--- src/rtl/mul_div_unit_pkg.sv ---
// Shared multiply/divide op codes, FSM states and op-decode helpers.
package mul_div_unit_pkg;

  localparam logic [1:0] MDU_MULT  = 2'd0;
  localparam logic [1:0] MDU_MULTU = 2'd1;
  localparam logic [1:0] MDU_DIV   = 2'd2;
  localparam logic [1:0] MDU_DIVU  = 2'd3;

  typedef enum logic [1:0] {
    IDLE,
    CALC,
    FIN
  } mdu_state_e;

  function automatic logic mdu_is_div(input logic [1:0] op);
    return op[1];
  endfunction

  function automatic logic mdu_signed(input logic [1:0] op);
    return ~op[0];
  endfunction

endpackage

--- src/rtl/div_core.sv ---
// Restoring radix-2 divider datapath: one quotient bit per step.
// Operates on magnitudes; sign fix-up is done by the caller.
module div_core #(
  parameter int WIDTH = 32
) (
  input  logic             clk,
  input  logic             resetn,
  input  logic             load,
  input  logic             step,
  input  logic [WIDTH-1:0] dividend,
  input  logic [WIDTH-1:0] divisor,
  output logic [WIDTH-1:0] rem_nxt,
  output logic [WIDTH-1:0] quo_nxt
);

  logic [WIDTH-1:0] rem;
  logic [WIDTH-1:0] quo;
  logic [WIDTH-1:0] dsr;
  logic [WIDTH:0]   shifted;
  logic [WIDTH-1:0] sub;
  logic             borrow;

  assign shifted = {rem, quo[WIDTH-1]};
  assign borrow  = shifted < {1'b0, dsr};
  // Without borrow the difference is below dsr, so W bits suffice.
  assign sub     = shifted[WIDTH-1:0] - dsr;
  assign rem_nxt = borrow ? shifted[WIDTH-1:0] : sub;
  assign quo_nxt = {quo[WIDTH-2:0], ~borrow};

  always_ff @(posedge clk or negedge resetn) begin
    if (!resetn) begin
      rem <= '0;
      quo <= '0;
      dsr <= '0;
    end else if (load) begin
      rem <= '0;
      quo <= dividend;
      dsr <= divisor;
    end else if (step) begin
      rem <= rem_nxt;
      quo <= quo_nxt;
    end
  end

endmodule

--- src/rtl/mul_div_unit.sv ---
// Multi-cycle MULT/MULTU/DIV/DIVU unit producing HI/LO.
// Define MDU_FAST_MUL_EN for a single-cycle combinational multiply.
module mul_div_unit
  import mul_div_unit_pkg::*;
#(
  parameter int WIDTH = 32
) (
  input  logic             clk,
  input  logic             resetn,
  input  logic             start,
  input  logic [1:0]       op,
  input  logic [WIDTH-1:0] A,
  input  logic [WIDTH-1:0] B,
  input  logic             cancel,
  output logic             busy,
  output logic             done,
  output logic [WIDTH-1:0] hi,
  output logic [WIDTH-1:0] lo,
  output logic             div0
);

  localparam int CW = $clog2(WIDTH);

  mdu_state_e       state;
  logic [CW-1:0]    cnt;
  logic             div_q;
  logic [WIDTH-1:0] a_q;
  logic [WIDTH-1:0] mcand;
  logic [2*WIDTH-1:0] prod;
  logic             neg_lo;
  logic             neg_hi;
  logic             b_zero;

  logic             sa;
  logic             sb;
  logic [WIDTH-1:0] mag_a;
  logic [WIDTH-1:0] mag_b;
  logic             accept;
  logic             last;

  assign sa     = mdu_signed(op) & A[WIDTH-1];
  assign sb     = mdu_signed(op) & B[WIDTH-1];
  assign mag_a  = sa ? -A : A;
  assign mag_b  = sb ? -B : B;
  assign accept = start & ~cancel & (state != CALC);
  assign last   = cnt == CW'(WIDTH - 1);

  logic [WIDTH:0]     msum;
  logic [2*WIDTH-1:0] prod_nxt;
  logic [2*WIDTH-1:0] prod_fin;

  assign msum     = {1'b0, prod[2*WIDTH-1:WIDTH]}
                  + (prod[0] ? {1'b0, mcand} : '0);
  assign prod_nxt = {msum, prod[WIDTH-1:1]};
  assign prod_fin = neg_lo ? -prod_nxt : prod_nxt;

  logic [WIDTH-1:0] rem_nxt;
  logic [WIDTH-1:0] quo_nxt;
  logic [WIDTH-1:0] q_fin;
  logic [WIDTH-1:0] r_fin;

  div_core #(.WIDTH(WIDTH)) u_div (
    .clk      (clk),
    .resetn   (resetn),
    .load     (accept),
    .step     (state == CALC),
    .dividend (mag_a),
    .divisor  (mag_b),
    .rem_nxt  (rem_nxt),
    .quo_nxt  (quo_nxt)
  );

  // Divide by zero reports the raw captured dividend, not a fixed-up one.
  assign q_fin = b_zero ? '1 : (neg_lo ? -quo_nxt : quo_nxt);
  assign r_fin = b_zero ? a_q : (neg_hi ? -rem_nxt : rem_nxt);

  logic               fast;
  logic [2*WIDTH-1:0] fast_prod;

`ifdef MDU_FAST_MUL_EN
  assign fast      = ~mdu_is_div(op);
  assign fast_prod = op[0]
    ? {{WIDTH{1'b0}}, A} * {{WIDTH{1'b0}}, B}
    : $signed({{WIDTH{A[WIDTH-1]}}, A})
      * $signed({{WIDTH{B[WIDTH-1]}}, B});
`else
  assign fast      = 1'b0;
  assign fast_prod = '0;
`endif

  always_ff @(posedge clk or negedge resetn) begin
    if (!resetn) begin
      state  <= IDLE;
      cnt    <= '0;
      busy   <= 1'b0;
      done   <= 1'b0;
      div0   <= 1'b0;
      hi     <= '0;
      lo     <= '0;
      div_q  <= 1'b0;
      a_q    <= '0;
      mcand  <= '0;
      prod   <= '0;
      neg_lo <= 1'b0;
      neg_hi <= 1'b0;
      b_zero <= 1'b0;
    end else begin
      done <= 1'b0;
      if (cancel && state != IDLE) begin
        state <= IDLE;
        busy  <= 1'b0;
      end else if (accept) begin
        div_q  <= mdu_is_div(op);
        a_q    <= A;
        mcand  <= mag_a;
        prod   <= {{WIDTH{1'b0}}, mag_b};
        neg_lo <= sa ^ sb;
        neg_hi <= sa;
        b_zero <= mdu_is_div(op) && B == '0;
        cnt    <= '0;
        if (fast) begin
          state    <= FIN;
          busy     <= 1'b0;
          done     <= 1'b1;
          div0     <= 1'b0;
          {hi, lo} <= fast_prod;
        end else begin
          state <= CALC;
          busy  <= 1'b1;
        end
      end else if (state == CALC) begin
        cnt  <= cnt + CW'(1);
        prod <= prod_nxt;
        if (last) begin
          state <= FIN;
          busy  <= 1'b0;
          done  <= 1'b1;
          div0  <= b_zero;
          if (div_q) begin
            hi <= r_fin;
            lo <= q_fin;
          end else begin
            {hi, lo} <= prod_fin;
          end
        end
      end else begin
        state <= IDLE;
        busy  <= 1'b0;
      end
    end
  end

endmodule
--- config.mk ---
export PLATFORM = sky130hd
export DESIGN_NAME = mul_div_unit
export DESIGN_NICKNAME = d
export VERILOG_FILES = /design/src/rtl/mul_div_unit_pkg.sv /design/src/rtl/div_core.sv /design/src/rtl/mul_div_unit.sv
export SDC_FILE = /design/constraint.sdc
export NUM_CORES = 1
export LEC_CHECK = 0
export BUFFER_PORTS_ARGS = -buffer_cell sky130_fd_sc_hd__buf_2
export CAP_MARGIN = 0
export CORE_AREA = 2 2 211 213
export CTS_CLUSTER_DIAMETER = 150
export DETAILED_ROUTE_END_ITERATION = 16
export DIE_AREA = 0 0 213 215
export HOLD_SLACK_MARGIN = 0.05
export PLACE_DENSITY = 0.7
export SYNTH_ARGS = -nofsm -noshare
export SYNTH_HDL_FRONTEND = slang
export SYNTH_SLANG_ARGS = --single-unit
--- constraint.sdc ---
create_clock -name clk -period 5.3 [get_ports clk]
set_input_delay 1.325 -clock clk [delete_from_list [all_inputs] [get_ports clk]]
set_output_delay 1.325 -clock clk [all_outputs]
set_load 0.02 [all_outputs]
# ---- After elaboration in Yosys (flattened, before gate mapping)
# Cells that the tools add are included.
dict set report totals {
  ff_bits 302
  output_inout_bits 67
  elab_cells 79
}
dict set report op_classes {
  addsub 8
  n_lt_le_gt_ge 1
  n_eq_ne 4
  muxes 31
  bitwise 10
  n_reduce_logical 8
}
# operator n
set op_table {}
lappend op_table {{32-bit two-way mux} 14}
lappend op_table {{64-bit two-way mux} 3}
lappend op_table {{32-bit negation} 4}
lappend op_table {{64-bit negation} 1}
lappend op_table {{32-bit by 32-bit adder with 33-bit output} 1}
lappend op_table {{33-bit by 32-bit less-than comparator with 1-bit output} 1}
lappend op_table {{32-bit logical NOT} 1}
lappend op_table {{32-bit subtractor} 1}
lappend op_table {{5-bit two-way mux} 2}
lappend op_table {{1-bit two-way mux} 8}
lappend op_table {{2-bit two-way mux} 4}
lappend op_table {{5-bit by 1-bit adder with 5-bit output, second input constant} 1}
lappend op_table {{5-bit equality test, second input constant} 1}
lappend op_table {{1-bit inverter} 5}
lappend op_table {{1-bit AND} 4}
lappend op_table {{4-bit != test, second input constant} 1}
lappend op_table {{2-bit AND reduction} 2}
lappend op_table {{4-bit AND reduction} 1}
lappend op_table {{2-bit nonzero test} 2}
lappend op_table {{2-bit by 1-bit equality test with 1-bit output, second input constant} 1}
lappend op_table {{1-bit logical AND} 2}
lappend op_table {{2-bit by 1-bit != test with 1-bit output, second input constant} 1}
lappend op_table {{1-bit bitwise XOR} 1}

# ---- Logic depth before layout (Yosys ltp)
# Gate-level depths: netlist of run 1.
dict set report logic_depth {
  ltp_word 6
  depth_mapped 21
  ltp_nobuf 17
}

# ---- Cells and area by module
# Synthesis of run 1 repeated with hierarchy kept, for this count alone.
dict set report unflattened {
  hier_cells 2610
  hier_area_um2 21353.0
}
# module n_inst cells_per_inst area_each_um2
set by_module_without_submodules {}
lappend by_module_without_submodules {mul_div_unit 1 1860 14936.8}
lappend by_module_without_submodules {div_core 1 750 6416.2}

# ---- Worst setup path before layout of run 1
# No wires, ideal clock.
dict set report synth_timing {
  kind {flip-flop to flip-flop}
  from {register u_div.rem[3]}
  to {register hi[26]}
  arrival_time_ns 4.664
  t_required_ns 5.170
  slack_ns 0.505
  stages_incl_launch_ff 20
  n_path_buf 5
  synth_period_minus_slack_ns 4.795
  path_cell_list {dfrtp_1 > ha_1 > clkbuf_1 > a21oi_1 > and2_1 > a21boi_1 > o311ai_1 > nand2_1 > buf_1 > buf_1 > clkbuf_1 > nand2_1 > o21ai_0 > ha_1 > clkbuf_1 > nand3_1 > or3_1 > or4_1 > nand3_1 > o21ai_0}
}
dict set report synth_via {
  elab_chain_cells 6
}
# item line
set synth_lines {}
lappend synth_lines {{start: declaration} div_core.sv:16} ;# logic [WIDTH-1:0] rem;
lappend synth_lines {{start signal: assignment} div_core.sv:40} ;# rem <= rem_nxt;
lappend synth_lines {{32-bit subtractor / 33-bit by 32-bit less-than comparator with 1-bit output (equally long branches)} {div_core.sv:26, div_core.sv:24}}
lappend synth_lines {{32-bit two-way mux (*)} div_core.sv:27} ;# assign rem_nxt = borrow ? shifted[WIDTH-1:0] : sub;
lappend synth_lines {{32-bit negation} mul_div_unit.sv:75} ;# assign r_fin = b_zero ? a_q : (neg_hi ? -rem_nxt : rem_nxt);
lappend synth_lines {{32-bit two-way mux (*) (2 in series)} mul_div_unit.sv:75}
lappend synth_lines {{32-bit two-way mux (*)} mul_div_unit.sv:139} ;# if (div_q) begin
lappend synth_lines {{end signal: assignment} mul_div_unit.sv:126} ;# {hi, lo} <= fast_prod;
lappend synth_lines {{end signal: assignment} mul_div_unit.sv:140} ;# hi <= r_fin;
lappend synth_lines {{end signal: assignment} mul_div_unit.sv:143} ;# {hi, lo} <= prod_fin;
lappend synth_lines {{end: declaration} mul_div_unit.sv:17} ;# output logic [WIDTH-1:0] hi,
# Every way passes the cells marked *; elsewhere a longest branch is shown, timed or not.
# A chain may end at the register's enable or synchronous reset.

# ---- Worst setup path after layout of run 1
dict set report layout_timing {
  from {register prod[0]}
  to {register hi[31]}
}
dict set report layout_via {
  elab_chain_cells 5
}
# item line
set layout_lines {}
lappend layout_lines {{start: declaration} mul_div_unit.sv:29} ;# logic [2*WIDTH-1:0] prod;
lappend layout_lines {{start signal: assignment} mul_div_unit.sv:116} ;# prod <= {{WIDTH{1'b0}}, mag_b};
lappend layout_lines {{start signal: assignment} mul_div_unit.sv:133} ;# prod <= prod_nxt;
lappend layout_lines {{32-bit two-way mux (*)} mul_div_unit.sv:53} ;# + (prod[0] ? {1'b0, mcand} : '0);
lappend layout_lines {{32-bit by 32-bit adder with 33-bit output (*)} mul_div_unit.sv:53}
lappend layout_lines {{64-bit negation} mul_div_unit.sv:55} ;# assign prod_fin = neg_lo ? -prod_nxt : prod_nxt;
lappend layout_lines {{64-bit two-way mux (*)} mul_div_unit.sv:55}
lappend layout_lines {{32-bit two-way mux (*)} mul_div_unit.sv:139}
# Marks and branches as above.

==> qor.csv, run 1 <==
stage,metric,value,unit
floorplan,core area,43600,sq um
global_route,grt ovf,0,
sta,TNS Setup,0,ns
place,pre-CTS WS,0.582,ns
global_route,pin count of the biggest net entering global routing,104,
power_and_ir_drop,Clock Power Share,21.8,%
clock_tree,Sink Count,300,
detailed_routing,DRT iter0 DRCs,2542,
power_and_ir_drop,leakage power,0.0105,uW
worst_setup_path,"Largest stage delay, worst path",0.62,ns
worst_setup_path,"Arr. time, crit path",5.22,ns
global_route,initial antenna violation count,1,
sta,Least-Margin Pin Slew,1.13,ns
power_and_ir_drop,Power Dens Cells,522,nW/um^2
power_and_ir_drop,Seq pwr share,25.8,%
synthesis,Synth area leader,dfrtp_1,
synthesis,sequential area share after synthesis,34.8,%
worst_setup_path,Crit-path slowest cell,or4b_4,
clock_tree,clk slew on worst S/H paths,0.06,ns
place,port buffer count,136,
floorplan,die height,215,microns
power_and_ir_drop,worst vdd ir,0.330,mV
detailed_routing,drt wl/cell,22.9,microns
global_route,gr usage total,33.5,%
detailed_routing,DR vias,21200,
synthesis,net count after synthesis,2855,
detailed_routing,routed vias/inst,6.28,
worst_setup_path,WS Path Type,reg2reg,
detailed_routing,DRC viols,0,
synthesis,most frequent cell after synthesis,nand2_1,
floorplan,Horiz. Die Dim,213,microns
floorplan,FP Rows,77,
clock_tree,clk buf depth,3,
synthesis,Mapped Cells,2712,
worst_setup_path,"critical path, cell by cell",buf_4 > and2_1 > ha_1 > a21o_1 > nand4_1 > a21oi_2 > nor2_1 > nor4b_1 > o211ai_1 > or4b_4 > or3_4 > o311a_1 > a211oi_1 > o21ai_1,
synthesis,"Cell Area, Synth",21600,sq um
clock_tree,cts hold-fix bufs,0,
synthesis,asr flop ratio synth,100,%
synthesis,Post-synth EDFFs,0,
sta,number of setup violations in the final report,0,
place,GPL Wtd Cong,0.965,
cells_and_area,Syn-to-layout area delta,11.3,%
run,max_cap viols,0,
detailed_routing,DRT Pass-1 Iters,6,
detailed_routing,drt total wl,77200,microns
detailed_routing,ANT nets after route,0,
power_and_ir_drop,Cell Int Power,6770,uW
clock_tree,Setup Buffers After CTS,0,
run_status,status,completed,
cells_and_area,share of cells above drive strength 1,10.1,%
worst_setup_path,WP buf/inv,1,
synthesis,Synth Flop Type,dfrtp_1,
synthesis,Post-synth top cells,"nand2_1, o21ai_0, dfrtp_1",
worst_setup_path,family with the most delay on the worst path,simple AND/OR/NAND/NOR gates,
synthesis,post-synth top area share,34.8,%
clock_tree,post-CTS sizing,0,
sta,slew margin rel.,24.2,%
sta,Final Skew,0.0263,ns
place,hpwl dp,58400,microns
sta,final worst slack,0.514,ns
floorplan,IO Pins,137,
sta,Final Max Tran Viols,0,
sta,Fin. Hold Viols,0,
power_and_ir_drop,combinational share of power,52.4,%
floorplan,initial core utilization,49.4,%
clock_tree,Num CTS Buffers,37,
clock_tree,H-tree levels,2,
synthesis,synth unique cells,88,
synthesis,Synthesis Warnings,0,
cells_and_area,final net count,2899,
synthesis,top post-synthesis cells by area,"dfrtp_1, nand2_1, o21ai_0, xnor2_1, ha_1",
synthesis,post-synthesis register bit count,300,
clock_tree,CTS tree,yes,
min_path,hold crit path type,reg2reg,
worst_setup_path,Worst setup SP type,flip-flop,
floorplan,die footprint,45800,sq um
worst_setup_path,endpoint kind of the worst setup timing path,flip-flop,
sta,fin crit share,90.3,%
sta,fmax,209,MHz
sta,RSZ-0062 raised after global routing,false,
clock_tree,Clk Tree Root Cell,clkbuf_16,
global_route,global-route wire length before repair,118000,microns
clock_tree,clk_lat worst skew,0.57,ns
cells_and_area,Antenna Diode Count,0,
power_and_ir_drop,Sw Pwr,5770,uW
worst_setup_path,worst-path maximum fanout,31,
worst_setup_path,Crit path required time,5.74,ns
synthesis,average cell area after synthesis,7.96,sq um
global_route,vias in the first global route,19800,
sta,fin crit period,4.79,ns
power_and_ir_drop,Switching Share,46.0,%
path summary, 6_finish.rpt:
check | depth (start not counted) | to | slack, ns | startpoint
worst max-delay path | 14 | hi[31] | 0.51 | prod[0]
worst min-delay path | 2 | mcand[27] | 0.47 | mcand[27]
worst max register to register | 14 | hi[31] | 0.51 | prod[0]
worst min register to register | 2 | mcand[27] | 0.47 | mcand[27]
max in group asynchronous | 2 | a_q[24] | 3.42 | resetn
min in group asynchronous | 1 | prod[9] | 0.82 | resetn
tightest hold or removal path: stages (launching register included):
cell     delay, ns
dfrtp_1       0.33
nand2_1       0.05
o21ai_0       0.06
cell families after synthesis:
kind of cell	synth area share [%]
xor+xnor	8.65
fa+ha+maj	4.30
simple gates	21.2
buf+inv	4.37
mux	1.43
flops	34.8
compound gates	25.3
registers in the layout, indices dropped and copies added, names as in the netlist:
name	count
neg_lo	1
neg_hi	1
state	2
prod	64
mcand	31
a_q	32
u_div.rem	32
div_q	1
u_div.dsr	32
hi	32
done	1
div0	1
lo	32
u_div.quo	32
cnt	5
b_zero	1
stage by stage:
| step | instance area (sq um) | cells | total power [uW] | util [%] | hold WS (ns) |
|---|---|---|---|---|---|
| after floorplan | 21600 | 2712 | 7670 | - | 0.437 |
| after detailed placement | 22700 | 3309 | 9670 | 52.1 | 0.455 |
| final | 24000 | 3373 | 12500 | 55.0 | 0.475 |
| after CTS | 24000 | 3373 | 12400 | 55.0 | 0.477 |
| after global placement | 22700 | 3309 | 9580 | 52.1 | 0.453 |
| after global routing | 24000 | 3373 | 13300 | 55.0 | 0.485 |
cell usage in the layout, fill, tap and decap left out, drive strengths merged, types with 59 or more instances in the layout:
cell / count
inv: 75
dfrtp: 300
ha: 71
xnor2: 145
xor2: 68
o21ai: 321
nand2: 451
nor2: 172
buf: 177
nand3: 63
a21oi: 173
nor3: 59
power groups by stage:
stage / sequential, uW / combinational [uW] / clock [uW]
after floorplan: 3030 / 4640 / 0
after CTS: 3220 / 6460 / 2760
final: 3240 / 6570 / 2730
after global routing: 3280 / 7160 / 2840
after detailed placement: 3250 / 6420 / 0
after global placement: 3230 / 6350 / 0
final cells by class:
| type | count | area, sq um |
|---|---|---|
| multi-input combinational | 2165 | 13200 |
| clock buffer | 55 | 1070 |
| timing repair buffer | 177 | 1020 |
| sequential | 300 | 7510 |
| clock inverter | 9 | 199 |
| fill | 4095 | 19600 |
| inverter | 75 | 282 |
| tap | 592 | 741 |
per-layer routing:
layer / track usage [%] / part of all wire (%) / vias up
li1: - / - / 9808
met1: 47.3 / 43 / 10300
met4: 12.9 / 4.0 / 2
met2: 51.5 / 45 / 946
met5: 0 / 0.019 / -
met3: 5.35 / 8.0 / 162
No activity file was read; power rests on OpenSTA's default activity.
==> run 2, diff against run 1 <==
--- a/config.mk
+++ b/config.mk
@@ -12,7 +12,7 @@
 export DETAILED_ROUTE_END_ITERATION = 16
 export DIE_AREA = 0 0 213 215
 export HOLD_SLACK_MARGIN = 0.05
-export PLACE_DENSITY = 0.7
+export PLACE_DENSITY_LB_ADDON = 0.12
 export SYNTH_ARGS = -nofsm -noshare
 export SYNTH_HDL_FRONTEND = slang
 export SYNTH_SLANG_ARGS = --single-unit
==> qor.csv, run 2 (synthesis gave the netlist of run 1 again) <==
stage,metric,value,unit,change
floorplan,initial core utilization,49.4,%,unchanged
detailed_routing,DRT iter0 DRCs,2199,,-13%
clock_tree,clk slew on worst S/H paths,0.06,ns,about the same
sta,number of setup violations in the final report,0,,unchanged
worst_setup_path,Crit-path slowest cell,nor4b_1,,
worst_setup_path,cell mode on critical path,o21ai_1,,
cells_and_area,Final Cell Area,24000,sq um,-0.19%
floorplan,die footprint,45800,sq um,unchanged
place,hpwl dp,60600,microns,+3.6%
sta,Least-Margin Pin Slew,1.14,ns,+0.00607 ns
detailed_routing,drt wl/cell,23.5,microns,+2.5%
power_and_ir_drop,leakage power,0.0104,uW,-0.20%
clock_tree,cts hold-fix bufs,0,,unchanged
floorplan,core area,43600,sq um,unchanged
worst_setup_path,"Largest stage delay, worst path",0.65,ns,+0.03 ns
cells_and_area,most frequent cells in the layout,"nand2_1, o21ai_0, dfrtp_1",,
detailed_routing,DRT Pass-1 Iters,6,,unchanged
detailed_routing,drt total wl,79300,microns,+2.6%
global_route,initial antenna violation count,1,,unchanged
floorplan,die height,215,microns,unchanged
power_and_ir_drop,Power Dens Cells,523,nW/um^2,about the same
worst_setup_path,WS Path Type,reg2reg,,
clock_tree,Setup Buffers After CTS,0,,unchanged
global_route,pin count of the biggest net entering global routing,111,,+6.7%
cells_and_area,"commonest non-fill, non-tap cell in the layout",nand2_1,,
sta,TNS Setup,0,ns,unchanged
global_route,gr usage total,34.7,%,+1.1 points
worst_setup_path,Worst setup SP type,flip-flop,,
clock_tree,Num CTS Buffers,38,,+2.7%
global_route,grt ovf,0,,unchanged
clock_tree,post-CTS sizing,0,,unchanged
cells_and_area,multi-input logic area,13200,sq um,about the same
worst_setup_path,worst-path maximum fanout,32,,+3.2%
place,DP Area,22700,sq um,about the same
sta,fin crit share,92.8,%,+2.6 points
run,max_cap viols,0,,unchanged
floorplan,Horiz. Die Dim,213,microns,unchanged
sta,Final Max Tran Viols,0,,unchanged
cells_and_area,Syn-to-layout area delta,11.1,%,
detailed_routing,routed vias/inst,6.23,,-0.77%
sta,fmax,203,MHz,-2.8%
clock_tree,Sink Count,300,,unchanged
clock_tree,CTS tree,yes,,
worst_setup_path,"critical path, cell by cell",buf_4 > and2_1 > ha_1 > nand2_1 > o21ai_1 > nor2_1 > nor4b_1 > o211ai_1 > or4b_4 > or3_4 > o311a_1 > a211oi_1 > o21ai_1,,
worst_setup_path,"Arr. time, crit path",5.35,ns,+0.13 ns
floorplan,IO Pins,137,,unchanged
clock_tree,clk buf depth,3,,unchanged
min_path,hold crit path type,reg2reg,,
power_and_ir_drop,worst vdd ir,0.267,mV,-19%
worst_setup_path,Crit path required time,5.73,ns,about the same
sta,Final Skew,0.0327,ns,+0.00639 ns
cells_and_area,final net count,2899,,unchanged
cells_and_area,storage element area,7510,sq um,unchanged
detailed_routing,DR vias,21100,,-0.65%
sta,slew margin rel.,23.9,%,-0.25 points
place,port buffer count,136,,unchanged
detailed_routing,ANT nets after route,0,,unchanged
detailed_routing,DRC viols,0,,unchanged
global_route,vias in the first global route,20300,,+2.2%
clock_tree,Clk Tree Root Cell,clkbuf_16,,
run_status,status,completed,,
cells_and_area,largest reg by FF count,prod,,
cells_and_area,share of cells above drive strength 1,10.1,%,+0.061 points
sta,fin crit period,4.92,ns,+0.136 ns
sta,RSZ-0062 raised after global routing,false,,
worst_setup_path,endpoint kind of the worst setup timing path,flip-flop,,
global_route,global-route wire length before repair,122000,microns,+3.1%
cells_and_area,Largest register FFs,64,,unchanged
place,GPL Wtd Cong,0.943,,-2.3%
sta,Fin. Hold Viols,0,,unchanged
clock_tree,clk_lat worst skew,0.58,ns,about the same
clock_tree,H-tree levels,2,,unchanged
floorplan,FP Rows,77,,unchanged
cells_and_area,Filler cells,4220,,+3.1%
run 2: cell count changes in the layout (fill, tap and decap cells not counted), moves of 2 or more:
cell | before | now
buf_4 | 39 | 37
bufinv_16 | 5 | 1
clkinv_2 | 1 | 4
clkinvlp_4 | 1 | 3
inv_6 | 0 | 2
run 2: per-layer routing:
metal	vias up	routed length, microns	part of all wire (%)	track usage (%)
li1	9830	-	-	-
met1	10200	35100	44	49.2
met2	874	35800	45	54.1
met3	109	5960	7.5	5.48
met4	0	2420	3.1	10.8
met5	-	0	0	0
run 2: final cells by class:
type	instances	area share [%]
Multi-Input combinational cell	2165	55.0
Sequential cell	300	31.3
Clock buffer	57	4.65
Timing Repair Buffer	176	4.29
Tap cell	592	3.09
Inverter	75	1.17
Clock inverter	11	0.460
Antenna cell	1	0.0104
run 2: worst paths after layout:
path	start	to	slack, ns	cells after the start
setup reg to reg	prod[0]	hi[31]	0.38	13
max in group asynchronous	resetn	prod[23]	3.40	2
hold reg to reg	div0	div0	0.47	2
min in group asynchronous	resetn	prod[54]	0.83	1
hold / removal	div0	div0	0.47	2
setup / recovery	prod[0]	hi[31]	0.38	13
run 2: critical path: cells and delay by family, from the launching register on:
kind / cells / cell delay, ns
and+or+nand+nor: 6 / 2.16
AOI/OAI and AO/OA: 5 / 1.53
DFF: 1 / 0.37
adders and majority gates: 1 / 0.48
buffers and inverters: 1 / 0.22
run 2: metrics by stage:
step / instances / hold WS, ns / total power, uW / worst slack (ns) / util, %
6_report: 3377 / 0.468 / 12500 / 0.379 / 54.9
5_1_grt: 3376 / 0.494 / 13300 / 0.0285 / 54.9
4_1_cts: 3376 / 0.472 / 12400 / 0.437 / 54.9
3_5_place_dp: 3308 / 0.459 / 9800 / 0.464 / 52.1
3_3_place_gp: 3308 / 0.458 / 9730 / 0.537 / 52.1
2_1_floorplan: 2712 / 0.437 / 7670 / 0.505 / -
run 2: where the power goes:
group          switching (uW)  internal (uW)  total (uW)  leakage [uW]
sequential                540           2720        3260       0.00387
clock                    1080           1510        2590      0.000593
combinational            4270           2400        6670       0.00598
